**config.mk**
```make
export PLATFORM = sky130hd
export DESIGN_NAME = mem_lsu_stage
export DESIGN_NICKNAME = d
export VERILOG_FILES = /design/src/rtl/mem_lsu_stage.sv
export SDC_FILE = /design/constraint.sdc
export NUM_CORES = 1
export LEC_CHECK = 0
export ABC_AREA = 0
export CORE_MARGIN = 2
export CORE_UTILIZATION = 40
export DETAILED_ROUTE_END_ITERATION = 12
export DONT_BUFFER_PORTS = 1
export PLACE_DENSITY_LB_ADDON = 0.2
export SYNTH_ARGS = -nofsm -noshare
export SYNTH_HDL_FRONTEND = slang
export SYNTH_SLANG_ARGS = --single-unit
```
**constraint.sdc**
```tcl
create_clock -name clk_i -period 12.9 [get_ports clk_i]
set_input_delay 2.58 -clock clk_i [delete_from_list [all_inputs] [get_ports clk_i]]
set_output_delay 2.58 -clock clk_i [all_outputs]
set_load 0.02 [all_outputs]
```
**src/rtl/mem_lsu_stage.sv**
```systemverilog
// MEM->WB stage of the RV32 core: sub-word load/store lanes, posted store buffer with
// load forwarding, single-port cache sequencer. Define MEM_PERF_CNT_EN for perf counters.
module mem_lsu_stage #(
  parameter int SB_DEPTH = 4,
  parameter int CNT_W    = 32
) (
  input  logic             clk_i,
  input  logic             rst_ni,
  input  logic             valid_i,
  input  logic             rw_i,
  input  logic [2:0]       funct3_i,
  input  logic [31:0]      addr_i,
  input  logic [31:0]      wdata_i,
  input  logic [31:0]      alu_i,
  input  logic [31:0]      pc4_i,
  input  logic [31:0]      inst_i,
  input  logic [1:0]       WBSel_i,
  input  logic             RegWEn_i,
  input  logic [4:0]       rsW_i,
  input  logic             enable_i,
  input  logic             flush_i,
  output logic             req_valid_o,
  output logic             req_rw_o,
  output logic [31:0]      req_addr_o,
  output logic [31:0]      req_wdata_o,
  output logic [3:0]       req_be_o,
  input  logic             rsp_ready_i,
  input  logic [31:0]      rsp_rdata_i,
  output logic             stall_o,
  output logic             misalign_o,
  output logic             sb_empty_o,
  output logic [31:0]      alu_wb_o,
  output logic [31:0]      pc4_wb_o,
  output logic [31:0]      mem_wb_o,
  output logic [31:0]      inst_wb_o,
  output logic [1:0]       WBSel_wb_o,
  output logic             RegWEn_wb_o,
  output logic [4:0]       rsW_wb_o,
  output logic [1:0]       dbg_state_o
`ifdef MEM_PERF_CNT_EN
  ,
  output logic [CNT_W-1:0] no_load_o,
  output logic [CNT_W-1:0] no_store_o,
  output logic [CNT_W-1:0] no_fwd_o,
  output logic [CNT_W-1:0] no_stall_o
`endif
);

  localparam int PTR_W = (SB_DEPTH > 1) ? $clog2(SB_DEPTH) : 1;

  typedef enum logic [1:0] {
    S_IDLE    = 2'd0,
    S_LD_WAIT = 2'd1,
    S_ST_WAIT = 2'd2
  } state_t;

  // Cache handshake: req_* is presented while req_valid_o=1 and held unchanged until the
  // cycle rsp_ready_i=1, which completes it (read data on rsp_rdata_i in that same cycle).

  logic [1:0]  a_lo;
  logic        misalign_c;
  logic        is_load;
  logic        is_store;
  logic [3:0]  acc_be;
  logic [31:0] st_lane;

  assign a_lo = addr_i[1:0];

  always_comb begin
    acc_be     = 4'b1111;
    st_lane    = wdata_i;
    misalign_c = 1'b0;
    case (funct3_i[1:0])
      2'b00: begin
        acc_be  = 4'b0001 << a_lo;
        st_lane = {4{wdata_i[7:0]}};
      end
      2'b01: begin
        acc_be     = 4'b0011 << a_lo;
        st_lane    = {2{wdata_i[15:0]}};
        misalign_c = a_lo[0];
      end
      default: misalign_c = (a_lo != 2'b00);
    endcase
  end

  assign misalign_o = valid_i & misalign_c;
  assign is_load    = valid_i & ~rw_i & ~misalign_c;
  assign is_store   = valid_i & rw_i & ~misalign_c;

  // Store buffer storage
  logic [29:0]         sb_addr [SB_DEPTH];
  logic [3:0]          sb_be   [SB_DEPTH];
  logic [31:0]         sb_data [SB_DEPTH];
  logic [SB_DEPTH-1:0] sb_vld;
  logic [PTR_W:0]      wr_ptr, rd_ptr;
  logic [PTR_W-1:0]    head, tail;
  logic                sb_full, sb_empty;
  logic                push, pop;

  assign head     = rd_ptr[PTR_W-1:0];
  assign tail     = wr_ptr[PTR_W-1:0];
  assign sb_empty = (wr_ptr == rd_ptr);
  assign sb_full  = (wr_ptr[PTR_W] != rd_ptr[PTR_W]) && (head == tail);
  assign push     = is_store & (~sb_full | pop);
  assign sb_empty_o = sb_empty;

  // Oldest-to-youngest scan, so the last hit is the youngest matching entry.
  logic             fwd_match;
  logic [PTR_W-1:0] fwd_idx;
  logic [PTR_W-1:0] scan_idx;
  logic             fwd_cover;
  logic             fwd_hit;
  logic             ld_miss;

  always_comb begin
    fwd_match = 1'b0;
    fwd_idx   = '0;
    scan_idx  = '0;
    for (int k = 0; k < SB_DEPTH; k++) begin
      scan_idx = head + PTR_W'(k);
      if (sb_vld[scan_idx] && (sb_addr[scan_idx] == addr_i[31:2])) begin
        fwd_match = 1'b1;
        fwd_idx   = scan_idx;
      end
    end
  end

  assign fwd_cover = ((sb_be[fwd_idx] & acc_be) == acc_be);
  assign fwd_hit   = is_load & fwd_match & fwd_cover;
  assign ld_miss   = is_load & ~fwd_match;

  always_ff @(posedge clk_i or negedge rst_ni) begin
    if (!rst_ni) begin
      wr_ptr <= '0;
      rd_ptr <= '0;
      sb_vld <= '0;
    end else begin
      if (pop) begin
        sb_vld[head] <= 1'b0;
        rd_ptr       <= rd_ptr + (PTR_W+1)'(1);
      end
      // A same-cycle push into the slot being popped (full buffer) must win.
      if (push) begin
        sb_vld[tail] <= 1'b1;
        wr_ptr       <= wr_ptr + (PTR_W+1)'(1);
      end
    end
  end

  always_ff @(posedge clk_i) begin
    if (push) begin
      sb_addr[tail] <= addr_i[31:2];
      sb_be[tail]   <= acc_be;
      sb_data[tail] <= st_lane;
    end
  end

  // Cache sequencer
  state_t      state_q, state_d;
  logic [31:0] req_addr_q;
  logic [31:0] req_wdata_q;
  logic [3:0]  req_be_q;
  logic        ld_rsp;

  always_ff @(posedge clk_i or negedge rst_ni) begin
    if (!rst_ni) state_q <= S_IDLE;
    else         state_q <= state_d;
  end

  always_comb begin
    state_d = state_q;
    case (state_q)
      S_IDLE: begin
        if (ld_miss) begin
          if (!rsp_ready_i) state_d = S_LD_WAIT;
        end else if (!sb_empty && !rsp_ready_i) begin
          state_d = S_ST_WAIT;
        end
      end
      S_LD_WAIT, S_ST_WAIT: if (rsp_ready_i) state_d = S_IDLE;
      default: state_d = S_IDLE;
    endcase
  end

  always_comb begin
    req_valid_o = 1'b0;
    req_rw_o    = 1'b0;
    req_addr_o  = '0;
    req_wdata_o = '0;
    req_be_o    = '0;
    pop         = 1'b0;
    ld_rsp      = 1'b0;
    case (state_q)
      S_IDLE: begin
        if (ld_miss) begin
          req_valid_o = 1'b1;
          req_addr_o  = {addr_i[31:2], 2'b00};
          req_be_o    = acc_be;
          ld_rsp      = rsp_ready_i;
        end else if (!sb_empty) begin
          req_valid_o = 1'b1;
          req_rw_o    = 1'b1;
          req_addr_o  = {sb_addr[head], 2'b00};
          req_wdata_o = sb_data[head];
          req_be_o    = sb_be[head];
          pop         = rsp_ready_i;
        end
      end
      S_LD_WAIT: begin
        req_valid_o = 1'b1;
        req_addr_o  = req_addr_q;
        req_be_o    = req_be_q;
        ld_rsp      = rsp_ready_i;
      end
      S_ST_WAIT: begin
        req_valid_o = 1'b1;
        req_rw_o    = 1'b1;
        req_addr_o  = req_addr_q;
        req_wdata_o = req_wdata_q;
        req_be_o    = req_be_q;
        pop         = rsp_ready_i;
      end
      default: ;
    endcase
  end

  // Freeze the request issued from IDLE so it cannot drift while waiting.
  always_ff @(posedge clk_i or negedge rst_ni) begin
    if (!rst_ni) begin
      req_addr_q  <= '0;
      req_wdata_q <= '0;
      req_be_q    <= '0;
    end else if (state_q == S_IDLE && req_valid_o && !rsp_ready_i) begin
      req_addr_q  <= req_addr_o;
      req_wdata_q <= req_wdata_o;
      req_be_q    <= req_be_o;
    end
  end

  assign dbg_state_o = state_q;

  // Completion, stall and load alignment
  logic        load_done;
  logic        op_done;
  logic [31:0] ld_word;
  logic [31:0] ld_shift;
  logic [31:0] ld_ext;
  logic [31:0] mem_res;

  assign load_done = is_load & (fwd_hit | ld_rsp);
  assign op_done   = rw_i ? push : load_done;
  assign stall_o   = valid_i & ~misalign_c & ~op_done;

  assign ld_word  = fwd_hit ? sb_data[fwd_idx] : rsp_rdata_i;
  assign ld_shift = ld_word >> {a_lo, 3'b000};

  always_comb begin
    case (funct3_i)
      3'b000:  ld_ext = {{24{ld_shift[7]}}, ld_shift[7:0]};
      3'b001:  ld_ext = {{16{ld_shift[15]}}, ld_shift[15:0]};
      3'b100:  ld_ext = {24'h0, ld_shift[7:0]};
      3'b101:  ld_ext = {16'h0, ld_shift[15:0]};
      default: ld_ext = ld_shift;
    endcase
  end

  assign mem_res = load_done ? ld_ext : 32'h0;

  // MEM->WB register
  always_ff @(posedge clk_i or negedge rst_ni) begin
    if (!rst_ni) begin
      alu_wb_o    <= '0;
      pc4_wb_o    <= '0;
      mem_wb_o    <= '0;
      inst_wb_o   <= '0;
      WBSel_wb_o  <= '0;
      RegWEn_wb_o <= 1'b0;
      rsW_wb_o    <= '0;
    end else if (enable_i) begin
      if (flush_i) begin
        alu_wb_o    <= '0;
        pc4_wb_o    <= '0;
        mem_wb_o    <= '0;
        inst_wb_o   <= '0;
        WBSel_wb_o  <= '0;
        RegWEn_wb_o <= 1'b0;
        rsW_wb_o    <= '0;
      end else begin
        alu_wb_o    <= alu_i;
        pc4_wb_o    <= pc4_i;
        mem_wb_o    <= mem_res;
        inst_wb_o   <= inst_i;
        WBSel_wb_o  <= WBSel_i;
        RegWEn_wb_o <= RegWEn_i;
        rsW_wb_o    <= rsW_i;
      end
    end
  end

`ifdef MEM_PERF_CNT_EN
  always_ff @(posedge clk_i or negedge rst_ni) begin
    if (!rst_ni) begin
      no_load_o  <= '0;
      no_store_o <= '0;
      no_fwd_o   <= '0;
      no_stall_o <= '0;
    end else begin
      if (load_done) no_load_o  <= no_load_o + CNT_W'(1);
      if (push)      no_store_o <= no_store_o + CNT_W'(1);
      if (fwd_hit)   no_fwd_o   <= no_fwd_o + CNT_W'(1);
      if (stall_o)   no_stall_o <= no_stall_o + CNT_W'(1);
    end
  end
`endif

endmodule

```
# Yosys cells after proc, flatten, opt, wreduce, memory -nomap -nowiden
# Memory sizes are Yosys's and may differ from the RTL's.
# Cells that the tools add are included.
# W data, S select, Z words.
dict set report totals {
  ramBits 264
  mem_count 3
  in_bits 210
  output_inout_bits 211
  ff_bits 216
}
dict set report op_classes {
  bitwise 23
  shift 3
  eq_ne 17
  magnitude_cmp 7
  n_mux 62
  add_sub_neg 5
  reduce_logical 18
}
# memory words width rd rd_clocked_by_memory_dff wr line
set mem_list {}
lappend mem_list {sb_data 4 32 2 0 1 94} ;# logic [31:0] sb_data [SB_DEPTH];
lappend mem_list {sb_addr 4 30 4 0 1 92} ;# logic [29:0] sb_addr [SB_DEPTH];
lappend mem_list {sb_be 4 4 2 0 1 93} ;# logic [3:0] sb_be [SB_DEPTH];
# operator n
set op_table {}
lappend op_table {{$mux W32} 10}
lappend op_table {{$pmux W32 S2} 3}
lappend op_table {{$pmux W32 S4} 1}
lappend op_table {{$eq A30 B30 Y1} 4}
lappend op_table {{$shr A32 B5 Y32} 1}
lappend op_table {{$mux W1} 20}
lappend op_table {{$mux W2} 9}
lappend op_table {{$mux W4} 4}
lappend op_table {{$pmux W4 S2} 2}
lappend op_table {{$lt A2 B3 Y1 const B} 5}
lappend op_table {{$and A1 B1 Y1} 12}
lappend op_table {{$logic_and A1 B1 Y1} 10}
lappend op_table {{$pmux W1 S2} 5}
lappend op_table {{$and A4 B4 Y4} 2}
lappend op_table {{$bmux W1 S2} 4}
lappend op_table {{$add A3 B1 Y3 const B} 2}
lappend op_table {{$eq A3 B3 Y1 const B} 2}
lappend op_table {{$ne A3 B3 Y1 const B} 2}
lappend op_table {{$mux W5} 1}
lappend op_table {{$not A1 Y1} 5}
lappend op_table {{$add A2 B2 Y2 const B} 2}
lappend op_table {{$demux W1 S2} 2}
lappend op_table {{$eq A2 B1 Y1 const B} 2}
lappend op_table {{$eq A4 B4 Y1} 1}
lappend op_table {{other kinds (20)} 24}

# Longest topological paths before layout
# Gate-level depths: netlist of the first run.
dict set report logic_depth {
  word_depth 16
  ltp_mapped 33
  ltp_nobuf 16
}

# Worst setup path before layout of the first run
# OpenSTA, ideal clock, no wires.
dict set report synth_path {
  path_kind {reg2out}
  from {register rd_ptr[0]}
  to {output stall_o}
  arrival_time_ns 6.810
  setup_slack_ns 3.510
  n_path_buf 14
  path_stages_with_launch 29
  cell_sequence {dfrtp_1 -> buf_6 -> buf_12 -> buf_8 -> inv_1 -> clkbuf_1 -> buf_1 -> clkbuf_1 -> clkbuf_1 -> clkbuf_1 -> ha_1 -> buf_6 -> buf_6 -> buf_6 -> buf_6 -> mux2_2 -> a221oi_1 -> o21ba_2 -> or4b_1 -> nor4b_4 -> o22ai_1 -> and4_1 -> a311o_1 -> o32ai_1 -> a221oi_2 -> buf_6 -> buf_4 -> o21ai_0 -> nor3b_1}
}
# item line
set synth_lines {}
lappend synth_lines {{from (decl)} 96} ;# logic [PTR_W:0] wr_ptr, rd_ptr;
lappend synth_lines {{from (signal assigned)} 141} ;# rd_ptr <= rd_ptr + (PTR_W+1)'(1);
lappend synth_lines {{$add A2 B2 Y2 *} 121} ;# scan_idx = head + PTR_W'(k);
lappend synth_lines {{net scan_idx[0]} 111} ;# logic [PTR_W-1:0] scan_idx;
lappend synth_lines {{$mem_v2 Z4 W30 / $bmux W1 S2 (equally long branches)} --}
lappend synth_lines {{$eq A30 B30 Y1 / $mux W1 (equally long branches)} 122} ;# if (sb_vld[scan_idx] && (sb_addr[scan_idx] == addr_i[31:2])) begin
lappend synth_lines {{$logic_and A1 B1 Y1} 122}
lappend synth_lines {{$mux W2 / $mux W1 (equally long branches)} 122}
lappend synth_lines {{$mem_v2 Z4 W4 / $not A1 Y1 (equally long branches)} --}
lappend synth_lines {{$and A4 B4 Y4 / $and A1 B1 Y1 (equally long branches)} {129, 131}}
lappend synth_lines {{$eq A4 B4 Y1 / $mux W1 (equally long branches)} {129, 196}}
lappend synth_lines {{$and A1 B1 Y1 / $pmux W1 S2 (equally long branches)} {130, 194}}
lappend synth_lines {{$or A1 B1 Y1 (on tied branches)} {251, 105}}
lappend synth_lines {{$and A1 B1 Y1 (on tied branches)} {251, 105}}
lappend synth_lines {{$mux W1 *} 252} ;# assign op_done = rw_i ? push : load_done;
lappend synth_lines {{$not A1 Y1 *} 253} ;# assign stall_o = valid_i & ~misalign_c & ~op_done;
lappend synth_lines {{$and A1 B1 Y1 *} 253}
lappend synth_lines {{to (decl)} 29} ;# output logic stall_o,
# The timed path passes the listed nets; every way through them passes the cells marked *. The select of a mux whose other input is x is not followed.

# Final worst setup path of the first run
dict set report layout_path {
  from {register rd_ptr[1]}
  to {output stall_o}
}
dict set report layout_between {
  elab_chain_len 16
}
# item line
set layout_rtl {}
lappend layout_rtl {{$add A2 B1 Y2 (tied with other cells)} 121}
lappend layout_rtl {{$mem_v2 Z4 W30 (tied with other cells)} --}
lappend layout_rtl {{$eq A30 B30 Y1 (tied with other cells)} 122}
lappend layout_rtl {{$logic_and A1 B1 Y1 (tied with other cells)} 122}
lappend layout_rtl {{$mux W2 / $mux W1 (equally long branches) (3 in series)} 122}
lappend layout_rtl {{$mem_v2 Z4 W4 / $not A1 Y1 (equally long branches)} --}
lappend layout_rtl {{$and A4 B4 Y4 / $and A1 B1 Y1 (equally long branches)} {129, 131}}
lappend layout_rtl {{$eq A4 B4 Y1 / $mux W1 (equally long branches)} {129, 196}}
lappend layout_rtl {{$and A1 B1 Y1 / $pmux W1 S2 (equally long branches)} {130, 194}}
lappend layout_rtl {{$or A1 B1 Y1 (on tied branches)} {251, 105}}
lappend layout_rtl {{$and A1 B1 Y1 (on tied branches)} {251, 105}}
lappend layout_rtl {{$mux W1 *} 252}
lappend layout_rtl {{$not A1 Y1 *} 253}
lappend layout_rtl {{$and A1 B1 Y1 *} 253}
# Mark *: on every way between the ends. The rest lies on a longest branch, timed or not. The select of a mux whose other input is x is not followed.

==> flow_summary_export.csv, run 1 <==
group,metric,value,unit
outcome,status,"completed",
global_routing,overflow,0,
critical_path,arrival,8.23,ns
global_routing,grt_pass1_vias,18636,
critical_path,required,10.32,ns
detailed_routing,remaining_drc_errors,0,
synthesis,synth_xor_area_frac,0.0356,
synthesis,synthFlopType,"edfxtp_1",
final_layout,fillers,6254,
clocking,clk_path_buf_depth,3,
final_layout,nNetsFinal,2291,
place,portBuffers,0,
clocking,cts_setup_buffers,0,
pwr,power.leakage,0.0113,µW
timing,finalCriticalPeriod,10.81,ns
synthesis,ys_seq_area_frac,0.480,
final_layout,synthToLayoutAreaGrowth,8.55,%
synthesis,syn-instance-count,2167,
critical_path,crit_chain,"inv_1 > ha_4 > buf_4 > mux4_2 > xnor2_1 > and4_1 > nand3_1 > or4b_1 > or2_0 > o221ai_1 > nor2_1 > o32ai_1 > a221oi_4 > buf_4 > o21ai_0 > nor3b_1",
critical_path,path_max_fanout,39,
clocking,cts_tree,"built",
detailed_routing,wl_met3,10900,µm
critical_path,crit_cells,16,
timing,setup_viol,0,
synthesis,syn-cell-area,27800,µm²
synthesis,synth_edf_count,264,
global_routing,grt_pass1_wl,135000,µm
clocking,clock_tree.root_cell,"clkbuf_16",
clocking,cts.clk_slew.worst_paths,0.06,ns
detailed_routing,routed_via_density,6.43,
critical_path,crit_type,"reg -> out",
critical_path,slowest_stage,"nor3b_1",
synthesis,ys_async_sr_fraction,0.450,
floorplanning,dieArea,71600,µm²
worst_hold_path,min_path_type,"reg -> reg",
timing,slew_headroom,0.187,
synthesis,syn_area_per_cell,12.8,µm²
global_routing,grt_antenna_before_repair,4,
detailed_routing,wl_per_cell,31.3,µm
clocking,cts_htree_levels,2,
critical_path,end_kind,"output pin",
detailed_routing,drt_wl_total,95200,µm
final_layout,drive_gt1_frac,0.234,
place,hpwl,67400,µm
critical_path,critPathMaxStageDelay,0.97,ns
timing,grt_setup_unrepaired,"false",
floorplanning,die_h,268,µm
synthesis,yosys.area.top_type,"edfxtp_1",
pwr,powerDensity,229,nW/µm²
clocking,insertion_delay,0.64,ns
timing,fin_setup_tns,0,ns
critical_path,r2r.worst_path.cells,18,
timing,fmax,92.5,MHz
detailed_routing,wl_met2,42700,µm
critical_path,path_delay_family,"simple AND/OR/NAND/NOR gates",
pwr,p_total,6890,µW
timing,hold_violations,0,
clocking,clock-sinks,480,
critical_path,regToRegSetupSlack,3.65,ns
critical_path,start_kind,"flop",
floorplanning,dieWidth,268,µm
floorplanning,coreArea,68700,µm²
global_routing,grt_max_degree,218,
place,place_congestion,0.968,
clocking,post_cts_resize_count,0,
synthesis,synth.top_cells.by_area,"edfxtp_1 (29%), dfrtp_1 (19%), mux4_2 (11%)",
timing,worst_slew_pin_slew,1.21,ns
final_layout,utilization,0.439,
detailed_routing,ant_nets,0,
timing,finClkSkew,0.0233,ns
synthesis,synth_top_family_by_area,"multiplexers",
synthesis,yosysWarningCount,0,
synthesis,synth_mux_area_frac,0.219,
worst_hold_path,whs_path_depth,1,
detailed_routing,dr_total_vias,19583,
synthesis,synth-compound-area-share,0.133,
run,maxCapViolCount,0,
synthesis,synth_fa_ha_area_frac,0.00541,
synthesis,syn_nets,2389,
global_routing,grt_use_total,0.258,
detailed_routing,dr.first_iter.drc_count,2331,
critical_path,crit_buf_inv,3,
detailed_routing,wl_met1,39200,µm
critical_path,crit_top_cell,"buf_4",
clocking,hold_buffers,0,
floorplanning,rows,96,
floorplanning,initial_core_util,0.404,
timing,final.period_utilization,0.838,
detailed_routing,highest-signal-layer,"met4",
floorplanning,ios,421,
final_layout,multi_input_area,13400,µm²
detailed_routing,first_pass_iters,8,
timing,final_max_slew_viol_count,0,
pwr,ir_worst_vdd,0.149,mV
synthesis,synth_seq_cells,480,
synthesis,yosys.cell_types.count,99,
clocking,cts_inserted_buffers,54,
synthesis,synth_top_area_frac,0.285,
synthesis,synthSimpleGateAreaFrac,0.0863,
final_layout,regArea,13300,µm²
metrics by stage:
| step | setup slack, ns | area (µm²) | hold slack [ns] | std cells |
|---|---|---|---|---|
| floorplan | 3.51 | 27800 | 0.449 | 2167 |
| global placement | 3.07 | 28300 | 0.464 | 2944 |
| detailed placement | 2.81 | 28300 | 0.468 | 2944 |
| CTS | 2.13 | 30200 | 0.481 | 3044 |
| global route | 1.75 | 30200 | 0.491 | 3045 |
| finish | 2.09 | 30200 | 0.479 | 3045 |
logic make-up after synthesis:
| logic type | count (synthesis) |
|---|---|
| AOI/OAI and AO/OA | 460 |
| buffers and inverters | 240 |
| xor gates and xnor gates | 113 |
| and+or+nand+nor | 432 |
| adders and majority gates | 12 |
| DFF | 480 |
| muxes | 430 |
layout make-up:
type,count,area share
clock buffer,78,0.0509
sequential,480,0.442
tap,931,0.0386
inverter,54,0.00680
multi-input combinational,1447,0.443
clock inverter,22,0.00983
antenna,1,0.0000830
timing repair buffer,32,0.00797
cells in the mapped netlist, types with 6 or more instances:
library cell,count
buf_2,25
xnor2_1,109
nand4_1,29
mux2_2,96
a2111oi_0,6
a31oi_1,8
o22ai_1,13
clkbuf_1,113
a2bb2oi_1,11
inv_1,51
a22o_1,38
a31o_2,104
o221ai_1,22
nor2b_1,115
and3_1,6
o21ai_0,61
nand2_1,89
nor3_1,11
and4_1,8
dfrtp_1,216
nand3_1,13
nor2_1,76
a222oi_1,30
nand2b_1,13
mux2i_1,200
nand4b_1,6
and2_1,13
buf_1,17
nor4_1,13
buf_6,13
ha_1,12
o2bb2ai_1,13
mux4_2,131
buf_4,15
o211ai_1,12
edfxtp_1,264
o21ai_2,11
o2111ai_1,9
a22oi_1,22
a21oi_1,29
path summary, 6_finish.rpt:
kind,start,endpoint
worst max-delay path,rd_ptr[1]$_DFFE_PN0P_,stall_o
worst min-delay path,req_addr_q[0]$_DFFE_PN0P_,req_addr_q[0]$_DFFE_PN0P_
worst max register to register,rd_ptr[1]$_DFFE_PN0P_,sb_addr[3][1]$_DFFE_PP_
worst min register to register,req_addr_q[0]$_DFFE_PN0P_,req_addr_q[0]$_DFFE_PN0P_
max in group asynchronous,rst_ni,req_addr_q[26]$_DFFE_PN0P_
min in group asynchronous,rst_ni,alu_wb_o[26]$_DFFE_PN0P_
sequential cells by signal, indices dropped and copies added (netlist names):
name,flops
sb_data,128
sb_addr,120
alu_wb_o,32
inst_wb_o,32
mem_wb_o,32
pc4_wb_o,32
req_addr_q,32
req_wdata_q,32
sb_be,16
rsW_wb_o,5
req_be_q,4
sb_vld,4
rd_ptr,3
wr_ptr,3
WBSel_wb_o,2
dbg_state_o,2
RegWEn_wb_o,1
routing by layer:
| metal | track usage | up-vias |
|---|---|---|
| met5 | 0 | - |
| met3 | 0.0795 | 147 |
| met1 | 0.354 | 10082 |
| li1 | - | 8278 |
| met2 | 0.397 | 1076 |
| met4 | 0.0657 | 0 |
power breakdown:
part / switching [µW] / total (µW) / internal (µW)
registers: 194 / 2020 / 1820
logic: 2060 / 3280 / 1220
clock network: 652 / 1600 / 947
cell usage in the layout, fill, tap and decap left out, types with 12 or more instances in the layout:
master / synthesis / routed
nor2b_1: 115 / 113
a21oi_1: 29 / 29
nor4_1: 13 / 13
a22oi_1: 22 / 22
nand3_1: 13 / 13
edfxtp_1: 264 / 264
inv_1: 51 / 50
nand4_1: 29 / 29
nand2b_1: 13 / 13
o221ai_1: 22 / 22
o2bb2ai_1: 13 / 13
buf_4: 15 / 32
a31o_2: 104 / 104
dfrtp_1: 216 / 214
a22o_1: 38 / 38
mux4_2: 131 / 131
o22ai_1: 13 / 13
clkbuf_1: 113 / 17
mux2_2: 96 / 96
nor2_1: 76 / 75
a222oi_1: 30 / 30
o211ai_1: 12 / 12
mux2i_1: 200 / 200
xnor2_1: 109 / 109
nand2_1: 89 / 89
clkbuf_16: 0 / 56
o21ai_0: 61 / 61
Power figures use the tool's default switching activity.
==> inputs of run 2 (changes only) <==
==> constraint.sdc (replaced) <==
create_clock -name clk_i -period 11.3 [get_ports clk_i]
set_input_delay 2.26 -clock clk_i [delete_from_list [all_inputs] [get_ports clk_i]]
set_output_delay 2.26 -clock clk_i [all_outputs]
set_load 0.02 [all_outputs]
==> flow_summary_export.csv, run 2 (synthesis results as in run 1) <==
group,metric,value,unit
final_layout,regMostFlops,"sb_data",
place,place_congestion,0.940,
floorplanning,ios,421,
floorplanning,initial_core_util,0.404,
clocking,post_cts_resize_count,0,
global_routing,grt_use_met3,0.0713,
floorplanning,dieWidth,268,µm
worst_hold_path,min_path_type,"reg -> reg",
clocking,clock-sinks,480,
detailed_routing,first_pass_iters,6,
final_layout,fillers,6259,
critical_path,end_kind,"output pin",
critical_path,crit_type,"reg -> out",
place,hpwl,67500,µm
final_layout,regArea,13300,µm²
detailed_routing,dr_total_vias,19558,
clocking,cts_setup_buffers,0,
critical_path,crit_chain,"inv_1 > ha_4 > buf_4 > mux2_2 > a2bb2o_1 > o31ai_1 > or4b_1 > or2_0 > o221ai_1 > nor2_1 > o32ai_1 > a221oi_4 > o21ai_0 > nor3b_1",
global_routing,grt_pass1_vias,18859,
final_layout,mostFrequentLayoutCell,"edfxtp_1",
detailed_routing,drt_wl_total,93900,µm
final_layout,nNetsFinal,2283,
clocking,cts_tree,"built",
global_routing,grt_use_total,0.255,
timing,slew_headroom,0.135,
timing,finalCriticalPeriod,10.42,ns
clocking,cts_inserted_buffers,53,
critical_path,regToRegSetupSlack,2.24,ns
critical_path,required,9.04,ns
critical_path,start_kind,"flop",
timing,final_max_slew_viol_count,0,
outcome,status,"completed",
place,portBuffers,0,
global_routing,grt_pass1_wl,134000,µm
floorplanning,coreArea,68700,µm²
pwr,ir_worst_vdd,0.154,mV
final_layout,top_regs,"sb_data: 128 flops, sb_addr: 120 flops",
global_routing,grt.busiest_layer,"met2",
floorplanning,dieArea,71600,µm²
critical_path,path_max_fanout,53,
final_layout,final_area,30100,µm²
final_layout,largest_reg_flops,128,
clocking,cts_htree_levels,2,
critical_path,slowest_stage,"dfrtp_4",
global_routing,grtUsageMet2,0.398,
timing,hold_violations,0,
clocking,clock_tree.root_cell,"clkbuf_16",
critical_path,critPathMaxStageDelay,0.98,ns
global_routing,overflow,0,
final_layout,synthToLayoutAreaGrowth,8.35,%
timing,final.period_utilization,0.922,
global_routing,grt_max_degree,218,
detailed_routing,remaining_drc_errors,0,
final_layout,drive_gt1_frac,0.237,
timing,worst_slew_pin_slew,1.29,ns
critical_path,arrival,8.16,ns
detailed_routing,dr.first_iter.drc_count,2100,
clocking,cts.clk_slew.worst_paths,0.06,ns
timing,finClkSkew,0.0344,ns
run,maxCapViolCount,0,
clocking,insertion_delay,0.64,ns
timing,setup_viol,0,
pwr,powerDensity,255,nW/µm²
detailed_routing,routed_via_density,6.44,
timing,fmax,96.0,MHz
place,dpl-instance-area,28300,µm²
final_layout,multi_input_area,13400,µm²
final_layout,final_cell_mix,"edfxtp_1 (264), dfrtp_1 (214), mux2i_1 (200), mux4_2 (131), nor2b_1 (113)",
global_routing,grt_util_met1,0.345,
floorplanning,die_h,268,µm
clocking,clk_path_buf_depth,3,
detailed_routing,ant_nets,0,
timing,grt_setup_unrepaired,"false",
pwr,power.leakage,0.0112,µW
timing,fin_setup_tns,0,ns
global_routing,grt_antenna_before_repair,4,
clocking,hold_buffers,0,
detailed_routing,wl_per_cell,30.9,µm
floorplanning,rows,96,
run 2: changes by cell type in the layout (fill, tap and decap cells not counted), moves of 2 or more:
cell        before  now
buf_4           32   24
bufinv_16        6    4
clkbuf_1        17    4
clkinvlp_4       2   12
inv_6            1    3
inv_8            0    2
run 2: layout make-up:
| cell class | count | area share |
|---|---|---|
| diodes | 2 | 0.000166 |
| clock buffers | 64 | 0.0485 |
| clock inverters | 34 | 0.0118 |
| inverters | 54 | 0.00686 |
| multi-input cells | 1447 | 0.444 |
| flip-flops and latches | 480 | 0.443 |
| well taps | 931 | 0.0387 |
| repair buffers | 25 | 0.00665 |
run 2: power by group:
group	leakage, µW	internal (µW)	switching (µW)
sequential	0.00520	2080	254
combinational	0.00518	1380	2180
clock	0.000857	1020	765
total	0.0112	4490	3200
run 2: layer usage:
layer  part of all wire  routed length, µm
met5            0.00029                 27
met1               0.41              38700
met2               0.46              42900
met3               0.10               9530
met4              0.029               2750
run 2: per-stage QoR:
step / total power [µW] / util / hold WS (ns) / setup slack, ns / cells
after floorplan: 5010 / - / 0.449 / 2.23 / 2167
after CTS: 7710 / 0.438 / 0.482 / 0.943 / 3035
after detailed placement: 5910 / 0.412 / 0.467 / 1.61 / 2937
after global placement: 5890 / 0.412 / 0.465 / 1.83 / 2937
final: 7690 / 0.438 / 0.477 / 0.884 / 3037
after global routing: 8020 / 0.438 / 0.508 / 0.475 / 3037
run 2: worst paths after layout:
kind / startpoint / to / cells past startpoint
min in group asynchronous: rst_ni / alu_wb_o[16]$_DFFE_PN0P_ / 0
worst max-delay path: rd_ptr[0]$_DFFE_PN0P_ / stall_o / 14
worst min register to register: req_addr_q[0]$_DFFE_PN0P_ / req_addr_q[0]$_DFFE_PN0P_ / 1
max in group asynchronous: rst_ni / req_addr_q[14]$_DFFE_PN0P_ / 0
worst max register to register: rd_ptr[0]$_DFFE_PN0P_ / sb_data[3][6]$_DFFE_PP_ / 17
worst min-delay path: req_addr_q[0]$_DFFE_PN0P_ / req_addr_q[0]$_DFFE_PN0P_ / 1
run 2: critical path, delay by kind of cell, from the launching register on:
| kind | cells | cell delay, ns |
|---|---|---|
| simple gates | 4 | 2.36 |
| compound gates | 6 | 2.18 |
| flops | 1 | 0.98 |
| fa+ha+maj | 1 | 0.87 |
| buf+inv | 2 | 0.67 |
| mux | 1 | 0.39 |
==> inputs of run 3 (changes only) <==
--- a/config.mk
+++ b/config.mk
@@ -6,7 +6,7 @@
 export NUM_CORES = 1
 export LEC_CHECK = 0
 export ABC_AREA = 0
-export CORE_MARGIN = 2
+export CORE_MARGIN = 4
 export CORE_UTILIZATION = 40
 export DETAILED_ROUTE_END_ITERATION = 12
 export DONT_BUFFER_PORTS = 1
==> flow_summary_export.csv, run 3 (synthesis results as in run 1) <==
group,metric,value,unit
timing,hold_slack,0.492,ns
worst_hold_path,min_path_type,"reg -> reg",
final_layout,mostFrequentLayoutCell,"edfxtp_1",
detailed_routing,wl_per_cell,31.2,µm
clocking,cts_inserted_buffers,53,
timing,worst_slew_pin_slew,1.23,ns
critical_path,required,9.04,ns
detailed_routing,highest-signal-layer,"met4",
timing,fmax,99.3,MHz
floorplanning,die_h,272,µm
final_layout,regMostFlops,"sb_data",
detailed_routing,drt_wl_total,94800,µm
pwr,p_total,7740,µW
final_layout,final_cell_mix,"edfxtp_1 (264), dfrtp_1 (214), mux2i_1 (200), mux4_2 (131), nor2b_1 (113)",
clocking,clock-sinks,480,
clocking,cts_tree,"built",
place,portBuffers,0,
timing,setup_viol,0,
clocking,post_cts_resize_count,0,
pwr,power.leakage,0.0113,µW
timing,finalCriticalPeriod,10.07,ns
pwr,powerDensity,257,nW/µm²
detailed_routing,dr.first_iter.drc_count,1929,
final_layout,utilization,0.438,
detailed_routing,remaining_drc_errors,0,
critical_path,crit_type,"reg -> out",
final_layout,top_regs,"sb_data: 128 flops, sb_addr: 120 flops",
global_routing,grt_pass1_wl,136000,µm
critical_path,arrival,7.81,ns
global_routing,overflow,0,
floorplanning,initial_core_util,0.404,
place,place_congestion,0.951,
timing,slew_headroom,0.179,
timing,finClkSkew,0.0206,ns
timing,setup_ws,1.23,ns
clocking,hold_buffers,0,
detailed_routing,wl_met2,43600,µm
timing,hold_violations,0,
global_routing,grt_antenna_before_repair,4,
timing,final_max_slew_viol_count,0,
clocking,insertion_delay,0.61,ns
detailed_routing,first_pass_iters,5,
floorplanning,ios,421,
global_routing,grt_pass1_vias,19005,
detailed_routing,wl_met1,38500,µm
critical_path,startpoint,"rd_ptr[1]$_DFFE_PN0P_",
pwr,ir_worst_vdd,0.188,mV
critical_path,r2r-start,"rd_ptr[1]$_DFFE_PN0P_",
detailed_routing,routed_via_density,6.35,
timing,grt_setup_unrepaired,"false",
floorplanning,dieArea,73700,µm²
detailed_routing,wl_met3,10200,µm
detailed_routing,dr_total_vias,19298,
final_layout,nNetsFinal,2281,
clocking,clock_tree.root_cell,"clkbuf_16",
place,place_ws,1.94,ns
floorplanning,dieWidth,272,µm
critical_path,start_kind,"flop",
clocking,cts.clk_slew.worst_paths,0.07,ns
outcome,status,"completed",
detailed_routing,ant_nets,0,
place,hpwl,68400,µm
clocking,cts_setup_buffers,0,
final_layout,largest_reg_flops,128,
timing,final.period_utilization,0.892,
run,maxCapViolCount,0,
final_layout,drive_gt1_frac,0.233,
floorplanning,rows,96,
final_layout,synthToLayoutAreaGrowth,8.43,%
worst_hold_path,worstHoldStart,"req_addr_q[0]$_DFFE_PN0P_",
clocking,clk_path_buf_depth,3,
timing,fin_setup_tns,0,ns
floorplanning,coreArea,68700,µm²
clocking,cts_htree_levels,2,
critical_path,path_max_fanout,54,
critical_path,end_kind,"output pin",
global_routing,grt_use_total,0.248,
global_routing,grt_max_degree,218,
-- run 3: cell types whose count changed in the layout (fill, tap and decap cells not counted), sizes merged --
cell and change:
diode +3, clkbuf +1, inv -3, clkinvlp -5
buf -2, clkinv +3, bufinv +4
-- run 3: worst paths after layout --
path                                              end  slack, ns  depth (start not counted)
max in group asynchronous  req_addr_q[13]$_DFFE_PN0P_       9.60                          0
setup / recovery                              stall_o       1.23                         16
hold reg to reg             req_addr_q[0]$_DFFE_PN0P_       0.49                          1
min in group asynchronous    mem_wb_o[24]$_DFFE_PN0P_       1.35                          0
hold / removal              req_addr_q[0]$_DFFE_PN0P_       0.49                          1
setup reg to reg             sb_addr[3][27]$_DFFE_PP_       2.33                         17
-- run 3: worst max-delay path: stages, from the launching register on --
cell,delay [ns]
dfrtp_4,0.77
inv_1,0.29
ha_4,0.94
buf_4,0.53
mux4_2,0.57
xnor2_1,0.36
nand4_1,0.12
or4b_1,0.60
or4b_1,0.65
nand4b_1,0.30
nor2_1,0.10
nor2_1,0.14
and2_2,0.41
o21ai_0,0.15
a311oi_1,0.91
nor3b_1,0.10
buf_4,0.22
-- run 3: layout make-up --
type                       instances  area (µm²)
timing repair buffer              23         185
multi-input combinational       1447       13400
clock inverter                    33         409
clock buffer                      65        1430
sequential                       480       13300
tap                              931        1160
inverter                          54         205
fill                            6259       38600
antenna                            5        12.5
-- run 3: power breakdown --
| group | internal (µW) | switching (µW) | total, µW |
|---|---|---|---|
| clock | 1090 | 744 | 1830 |
| combinational | 1390 | 2190 | 3580 |
| sequential | 2080 | 245 | 2330 |
| total | 4560 | 3180 | 7740 |
-- run 3: routing by layer --
metal  GRT usage  vias up
met3      0.0900      141
li1            -     8273
met2       0.391      915
met1       0.327     9969
met4      0.0651        0
met5           0        -
-- run 3: through the flow --
step	area [µm²]	instances
global placement	28300	2935
CTS	30100	3033
global route	30100	3036
detailed placement	28300	2935
floorplan	27800	2167
finish	30100	3038
